[src/rtl/pipe_hazard_ctrl_if.sv]
// Signal bundle between the pipeline stage chain and the hazard/sequencing
// controller. The pipeline (master) reports the register usage of the ID,
// EX and MEM instructions; the controller (slave) returns the per-stage
// hold / bubble / flush commands.
//
// There is no valid/ready pair. Every field is level-sensitive and is
// evaluated each cycle. A stage register advances on a rising edge only when
// its freeze input is low in the cycle that edge ends.
interface pipe_hazard_ctrl_if;
  // ID-stage operands
  logic [4:0]  id_src1;
  logic [4:0]  id_src2;
  logic        id_two_src;
  // EX-stage producer
  logic [4:0]  exe_dst;
  logic        exe_wb_en;
  logic        exe_mem_read;
  // MEM-stage producer and its memory operation
  logic [4:0]  mem_dst;
  logic        mem_wb_en;
  logic        mem_stage_rd;
  logic        mem_stage_wr;
  // branch resolved in EX
  logic        branch_taken;
  // controller commands
  logic        pc_freeze;
  logic        if_id_freeze;
  logic        id_ex_bubble;
  logic        flush;
  logic        pipe_freeze;
  logic        sram_req;
  logic        mem_done;
  logic [15:0] stall_count;

  modport master (
    output id_src1, id_src2, id_two_src, exe_dst, exe_wb_en, exe_mem_read,
           mem_dst, mem_wb_en, mem_stage_rd, mem_stage_wr, branch_taken,
    input  pc_freeze, if_id_freeze, id_ex_bubble, flush, pipe_freeze,
           sram_req, mem_done, stall_count
  );

  modport slave (
    input  id_src1, id_src2, id_two_src, exe_dst, exe_wb_en, exe_mem_read,
           mem_dst, mem_wb_en, mem_stage_rd, mem_stage_wr, branch_taken,
    output pc_freeze, if_id_freeze, id_ex_bubble, flush, pipe_freeze,
           sram_req, mem_done, stall_count
  );
endinterface

[src/rtl/pipe_hazard_ctrl.sv]
// Pipeline sequencing controller for the 5-stage core. It merges the ID/EX
// data-hazard check, taken branches from EX and a wait-state FSM for the
// multi-cycle data SRAM into freeze/bubble/flush commands for the stage
// registers. It also keeps a saturating count of PC-stall cycles.
module pipe_hazard_ctrl #(
  parameter int unsigned MEM_LATENCY = 4,    // SRAM cycles per access, 1..15
  parameter bit          FORWARD_EN  = 1'b0  // 1: forwarding unit present
) (
  input  logic               clk,
  input  logic               rst,           // asynchronous, active-low
  pipe_hazard_ctrl_if.slave  bus,
  output logic [1:0]         o_dbg_state    // memory FSM state, for checkers
);

  typedef enum logic [1:0] {
    ST_IDLE = 2'd0,
    ST_BUSY = 2'd1,
    ST_DONE = 2'd2
  } mem_state_e;

  localparam logic [3:0] LAST_CNT = 4'(MEM_LATENCY - 1);

  mem_state_e  r_state;
  logic [3:0]  r_cnt;
  logic [15:0] r_stall_count;

  logic w_req;
  logic w_match_exe;
  logic w_match_mem;
  logic w_hazard;
  logic w_freeze;
  logic w_pc_freeze;
  logic w_if_id_freeze;
  logic w_bubble;
  logic w_flush;

  assign w_req = bus.mem_stage_rd | bus.mem_stage_wr;

  // A non-zero destination matches src1, or src2 when the ID instruction
  // reads it. Requiring dst != 0 also keeps register 0 from ever matching.
  assign w_match_exe = (bus.exe_dst != 5'd0) &&
                       ((bus.id_src1 == bus.exe_dst) ||
                        (bus.id_two_src && (bus.id_src2 == bus.exe_dst)));
  assign w_match_mem = (bus.mem_dst != 5'd0) &&
                       ((bus.id_src1 == bus.mem_dst) ||
                        (bus.id_two_src && (bus.id_src2 == bus.mem_dst)));

  // With forwarding, only a load in EX cannot be bypassed in time.
  // Without forwarding, any pending write in EX or MEM stalls.
  assign w_hazard = FORWARD_EN ? (bus.exe_mem_read && w_match_exe)
                               : ((bus.exe_wb_en && w_match_exe) ||
                                  (bus.mem_wb_en && w_match_mem));

  // The pipeline is frozen from the first cycle a request is seen until the
  // access finishes. DONE is never frozen, so the MEM instruction leaves on
  // the edge that ends DONE.
  assign w_freeze = ((r_state == ST_IDLE) && w_req) || (r_state == ST_BUSY);

  // Memory wait-state sequencer. A request that is still present in DONE
  // belongs to the finishing instruction and is deliberately ignored there.
  always_ff @(posedge clk or negedge rst) begin
    if (!rst) begin
      r_state <= ST_IDLE;
      r_cnt   <= 4'd0;
    end else begin
      case (r_state)
        ST_IDLE: begin
          if (w_req) begin
            if (MEM_LATENCY == 32'd1) begin
              r_state <= ST_DONE;
            end else begin
              r_state <= ST_BUSY;
              r_cnt   <= 4'd1;
            end
          end
        end
        ST_BUSY: begin
          if (r_cnt == LAST_CNT) begin
            r_state <= ST_DONE;
          end else begin
            r_cnt <= r_cnt + 4'd1;
          end
        end
        ST_DONE: begin
          r_state <= ST_IDLE;
          r_cnt   <= 4'd0;
        end
        default: begin
          r_state <= ST_IDLE;
          r_cnt   <= 4'd0;
        end
      endcase
    end
  end

  // Priority resolution: memory freeze, then branch flush, then hazard
  // bubble. Everything is forced low while reset is asserted.
  always_comb begin
    w_pc_freeze    = 1'b0;
    w_if_id_freeze = 1'b0;
    w_bubble       = 1'b0;
    w_flush        = 1'b0;
    if (rst) begin
      if (w_freeze) begin
        w_pc_freeze    = 1'b1;
        w_if_id_freeze = 1'b1;
      end else if (bus.branch_taken) begin
        w_flush = 1'b1;
      end else if (w_hazard) begin
        w_pc_freeze    = 1'b1;
        w_if_id_freeze = 1'b1;
        w_bubble       = 1'b1;
      end
    end
  end

  // Saturating count of cycles in which the PC was held.
  always_ff @(posedge clk or negedge rst) begin
    if (!rst) begin
      r_stall_count <= 16'd0;
    end else if (w_pc_freeze && (r_stall_count != 16'hFFFF)) begin
      r_stall_count <= r_stall_count + 16'd1;
    end
  end

  assign bus.pc_freeze    = w_pc_freeze;
  assign bus.if_id_freeze = w_if_id_freeze;
  assign bus.id_ex_bubble = w_bubble;
  assign bus.flush        = w_flush;
  assign bus.pipe_freeze  = rst & w_freeze;
  assign bus.sram_req     = rst & w_freeze;
  assign bus.mem_done     = rst & (r_state == ST_DONE);
  assign bus.stall_count  = r_stall_count;
  assign o_dbg_state      = r_state;

endmodule

[src/flat_wrapper.sv]
// flat-port wrapper written by rule: the top's interface ports become plain ports
module pipe_hazard_ctrl_flat 
#(
  parameter int unsigned MEM_LATENCY = 4,                                    
  parameter bit          FORWARD_EN  = 1'b0                               
)
  (clk, rst, o_dbg_state, bus_id_src1, bus_id_src2, bus_id_two_src, bus_exe_dst, bus_exe_wb_en, bus_exe_mem_read, bus_mem_dst, bus_mem_wb_en, bus_mem_stage_rd, bus_mem_stage_wr, bus_branch_taken, bus_pc_freeze, bus_if_id_freeze, bus_id_ex_bubble, bus_flush, bus_pipe_freeze, bus_sram_req, bus_mem_done, bus_stall_count);
  pipe_hazard_ctrl_if bus_i ();
  input  logic clk;
  input  logic rst;
  output logic [1:0] o_dbg_state;
  input wire logic [$bits(bus_i.id_src1)-1:0] bus_id_src1;
  input wire logic [$bits(bus_i.id_src2)-1:0] bus_id_src2;
  input wire logic [$bits(bus_i.id_two_src)-1:0] bus_id_two_src;
  input wire logic [$bits(bus_i.exe_dst)-1:0] bus_exe_dst;
  input wire logic [$bits(bus_i.exe_wb_en)-1:0] bus_exe_wb_en;
  input wire logic [$bits(bus_i.exe_mem_read)-1:0] bus_exe_mem_read;
  input wire logic [$bits(bus_i.mem_dst)-1:0] bus_mem_dst;
  input wire logic [$bits(bus_i.mem_wb_en)-1:0] bus_mem_wb_en;
  input wire logic [$bits(bus_i.mem_stage_rd)-1:0] bus_mem_stage_rd;
  input wire logic [$bits(bus_i.mem_stage_wr)-1:0] bus_mem_stage_wr;
  input wire logic [$bits(bus_i.branch_taken)-1:0] bus_branch_taken;
  output wire logic [$bits(bus_i.pc_freeze)-1:0] bus_pc_freeze;
  output wire logic [$bits(bus_i.if_id_freeze)-1:0] bus_if_id_freeze;
  output wire logic [$bits(bus_i.id_ex_bubble)-1:0] bus_id_ex_bubble;
  output wire logic [$bits(bus_i.flush)-1:0] bus_flush;
  output wire logic [$bits(bus_i.pipe_freeze)-1:0] bus_pipe_freeze;
  output wire logic [$bits(bus_i.sram_req)-1:0] bus_sram_req;
  output wire logic [$bits(bus_i.mem_done)-1:0] bus_mem_done;
  output wire logic [$bits(bus_i.stall_count)-1:0] bus_stall_count;
  assign bus_i.id_src1 = bus_id_src1;
  assign bus_i.id_src2 = bus_id_src2;
  assign bus_i.id_two_src = bus_id_two_src;
  assign bus_i.exe_dst = bus_exe_dst;
  assign bus_i.exe_wb_en = bus_exe_wb_en;
  assign bus_i.exe_mem_read = bus_exe_mem_read;
  assign bus_i.mem_dst = bus_mem_dst;
  assign bus_i.mem_wb_en = bus_mem_wb_en;
  assign bus_i.mem_stage_rd = bus_mem_stage_rd;
  assign bus_i.mem_stage_wr = bus_mem_stage_wr;
  assign bus_i.branch_taken = bus_branch_taken;
  assign bus_pc_freeze = bus_i.pc_freeze;
  assign bus_if_id_freeze = bus_i.if_id_freeze;
  assign bus_id_ex_bubble = bus_i.id_ex_bubble;
  assign bus_flush = bus_i.flush;
  assign bus_pipe_freeze = bus_i.pipe_freeze;
  assign bus_sram_req = bus_i.sram_req;
  assign bus_mem_done = bus_i.mem_done;
  assign bus_stall_count = bus_i.stall_count;
  pipe_hazard_ctrl #(.MEM_LATENCY(MEM_LATENCY), .FORWARD_EN(FORWARD_EN)) u_core (.clk(clk), .rst(rst), .bus(bus_i), .o_dbg_state(o_dbg_state));
endmodule
[config.mk]
export PLATFORM = sky130hd
export DESIGN_NAME = pipe_hazard_ctrl_flat
export DESIGN_NICKNAME = d
export VERILOG_FILES = /design/src/rtl/pipe_hazard_ctrl_if.sv /design/src/rtl/pipe_hazard_ctrl.sv /design/src/flat_wrapper.sv
export SDC_FILE = /design/constraint.sdc
export NUM_CORES = 1
export LEC_CHECK = 0
export ABC_AREA = 1
export CAP_MARGIN = 20
export CORE_UTILIZATION = 43
export DETAILED_ROUTE_END_ITERATION = 16
export PLACE_DENSITY = 0.77
export SLEW_MARGIN = 20
export SYNTH_ARGS = -nofsm -noshare
export SYNTH_HDL_FRONTEND = slang
export SYNTH_SLANG_ARGS = --single-unit
[constraint.sdc]
create_clock -name clk -period 1.5 [get_ports clk]
set_input_delay 0.15 -clock clk [delete_from_list [all_inputs] [get_ports clk]]
set_output_delay 0.15 -clock clk [all_outputs]
set_load 0.01 [all_outputs]
==> reports/metrics.yaml <==
clock_network:
  cts.clk_slew.worst_paths_ns: 0.08
  clock_sinks: 22
  numCtsBuffers: 3
  clockBufferDepth: 2
  htreeDepth: 1
  clk_latency_ns: 0.27
  cts-root-buf: "clkbuf_8"
  cts_tree: "built"
route:
  wirelength_um: 5840
  antenna_left: 0
  drt_pass1_iterations: 4
  num_vias: 2212
  viasPerCell: 5.06
  wl_per_cell_um: 13.4
  drc: 0
  drtIter0Drc: 113
cells_and_area:
  seq_area_um2: 552
  drive_above_1_share: 0.269
  n_antenna_cell: 0
  nNetsFinal: 419
  syn_to_final_growth_pct: 62.9
  finalNonFillerCells: 437
  multiInputGateArea_um2: 1110
  final.fill_count: 300
timing:
  skew_ns: 0.0100
  hold_viol: 0
  drv_slew: 0
  tns_ns: -1.12
  slew_headroom: 0.768
  fin_ws_ns: -0.102
  min_period_ns: 1.60
  rsz0062_at_grt: "true"
  setup_violations: 19
  max_freq_ghz: 0.624
  post-route-period-util: 1.07
  tightest_slew_ns: 0.345
power_and_ir_drop:
  peakVddDrop_mv: 0.894
  power.total_mw: 3.32
  switchingPower_mw: 1.30
  combPwrFrac: 0.613
  internal_power_mw: 2.02
  p_leak_nw: 1.65
  sw_frac_of_total: 0.393
  seqPwrFrac: 0.257
  power_frac_clock: 0.130
  power.density_nw_per_um2: 1150
synthesis:
  synth_top_family_by_area: "simple AND/OR/NAND/NOR gates"
  yosysMostFrequentCell: "nand2_1"
  synthFlopType: "dfrtp_1"
  synth_compound_area_frac: 0.0211
  ys_types: 24
  ys_warn_count: 0
  synth_fp_nets: 319
  syn_inst: 288
  synth-xor-area-share: 0.0443
  synthTopCellsByArea: "dfrtp_1 (31%), nand2_1 (25%), nand3_1 (8.4%)"
  synth_edf_count: 0
  synth_common_cells: "nand2_1 (118), inv_1 (37), nand3_1 (30)"
  synthAdderAreaFrac: 0.0141
  synthArstFlopShare: 1.00
  yosys.area.top_type: "dfrtp_1"
  ys_seq_area_frac: 0.310
  synth-seq-cells: 22
  syn_area_per_cell_um2: 6.17
  yosys.area_share.simple: 0.484
  synthMuxAreaShare: 0
  synth_area_um2: 1780
  yosysTopAreaCellShare: 0.310
worst_setup_path:
  arrival_ns: 1.76
  r2r-end: "u_core.bus.stall_count[8]$_DFFE_PN0P_"
  crit_path_end_kind: "flop"
  reg2regPathDepth: 9
  ff2ff_setup_slack_ns: -0.10
  r2r-start: "u_core.bus.stall_count[3]$_DFFE_PN0P_"
  cp-start-kind: "flop"
  cp.required_ns: 1.66
  cp_max_fo: 5
  path_class: "flop to flop"
placement:
  io_buffers: 52
  placedCellCount: 418
  pre_cts_ws_ns: -0.616
  gp_congestion: 0.852
  place_hpwl_um: 3710
global_route:
  grt_usage: 0.243
  grt_pass1_vias: 1981
  grt_max_degree: 25
  antenna_found_initial: 0
  grt_pass1_wl_um: 8340
  gr-total-overflow: 0
die:
  num_rows: 23
  initial_core_util: 0.448
  die_h_um: 66.3
  core_um2: 3970
  die_area_um2: 4400
  io_pins: 54
  die_w_um: 66.3
min_path:
  hp-class: "primary input to asynchronous set/reset pin"
outcome:
  outcome: "finished, violations left"
  violations: "setup timing"
run:
  maxCapViolations: 0
## critical path: stages (launching register included)
cell and delay (ns):
dfrtp_1 0.39, nand2_1 0.13, nor3_4 0.20, nand2_2 0.15, inv_2 0.10, nand4_4 0.13, inv_2 0.16, nor3_2 0.06
nand3_1 0.09, nand2_1 0.07
## per-layer routing
layer  global-route usage  wire length, µm  vias to the layer above
met5                    0                0                        -
li1                     -                -                     1083
met3               0.0310              429                       23
met1                0.308             2400                     1003
met4               0.0824              182                        0
met2                0.422             2830                      103
## worst max-delay path by stage
stage | startpoint | end | slack [ns] | depth (start not counted)
2_1_floorplan | u_core.o_dbg_state[1]$_DFFE_PN0P_ | bus_pc_freeze | 0.02 | 9
3_3_place_gp | bus_exe_dst[4] | bus_id_ex_bubble | -0.62 | 12
3_5_place_dp | bus_exe_dst[4] | bus_id_ex_bubble | -0.62 | 12
4_1_cts | u_core.o_dbg_state[1]$_DFFE_PN0P_ | bus_if_id_freeze | -0.01 | 8
5_1_grt | u_core.bus.stall_count[5]$_DFFE_PN0P_ | u_core.bus.stall_count[6]$_DFFE_PN0P_ | -0.18 | 10
6_report | u_core.bus.stall_count[3]$_DFFE_PN0P_ | u_core.bus.stall_count[8]$_DFFE_PN0P_ | -0.10 | 9
## cell families (layout without fill, tap and decap cells)
| logic type | count (synthesis) | after routing |
|---|---|---|
| and+or+nand+nor | 196 | 196 |
| buffers and inverters | 52 | 151 |
| xor gates and xnor gates | 9 | 9 |
| AOI/OAI and AO/OA | 7 | 7 |
| DFF | 22 | 22 |
| adders and majority gates | 2 | 2 |
## flip-flops by register name, summed over array words and instances, names as in the netlist
| register | flops |
|---|---|
| u_core.r_cnt | 4 |
| u_core.o_dbg_state | 2 |
| u_core.bus.stall_count | 16 |
## metrics by stage
stage | cell area [µm²] | utilization | hold WS [ns]
finish | 2900 | 0.729 | 0.0404
global route | 2900 | 0.729 | 0.0345
CTS | 2680 | 0.675 | 0.0266
detailed placement | 2560 | 0.646 | 0.510
global placement | 2560 | 0.646 | 0.491
floorplan | 1780 | - | -0.146
## power groups by stage
stage / Combinational, mW / Sequential (mW) / Clock [mW]
finish: 2.04 / 0.855 / 0.431
global route: 2.20 / 0.867 / 0.465
CTS: 1.63 / 0.845 / 0.438
detailed placement: 1.50 / 0.858 / 0
global placement: 1.47 / 0.854 / 0
floorplan: 0.750 / 0.914 / 0
## cells in the final DEF (no fill, tap or decap), drive strengths merged
cell type / count
nor4: 2
a21oi: 2
nor2: 27
clkdlybuf4s15: 6
inv: 47
clkdlybuf4s50: 18
nand4: 5
or2: 1
nand3: 30
buf: 51
o22ai: 2
dlygate4sd2: 16
dfrtp: 22
ha: 2
dlymetal6s2s: 5
nand2: 123
nor3: 8
o21ai: 3
clkbuf: 8
xor2: 3
xnor2: 6
## layout make-up
type,instances,share of cell area
Multi-Input combinational cell,214,0.385
Clock buffer,4,0.0190
Inverter,47,0.0609
Tap cell,50,0.0216
Sequential cell,22,0.190
Timing Repair Buffer,100,0.323
## timing repair
item | CTS | global route
setup buffers | 6 | 6
pin swaps | 5 | 8
hold buffers | 0 | 0
gates cloned | 0 | 3
setup endpoints to repair | 25 | 29
resized for setup | 57 | 42
(Power assumes the default switching activity.)
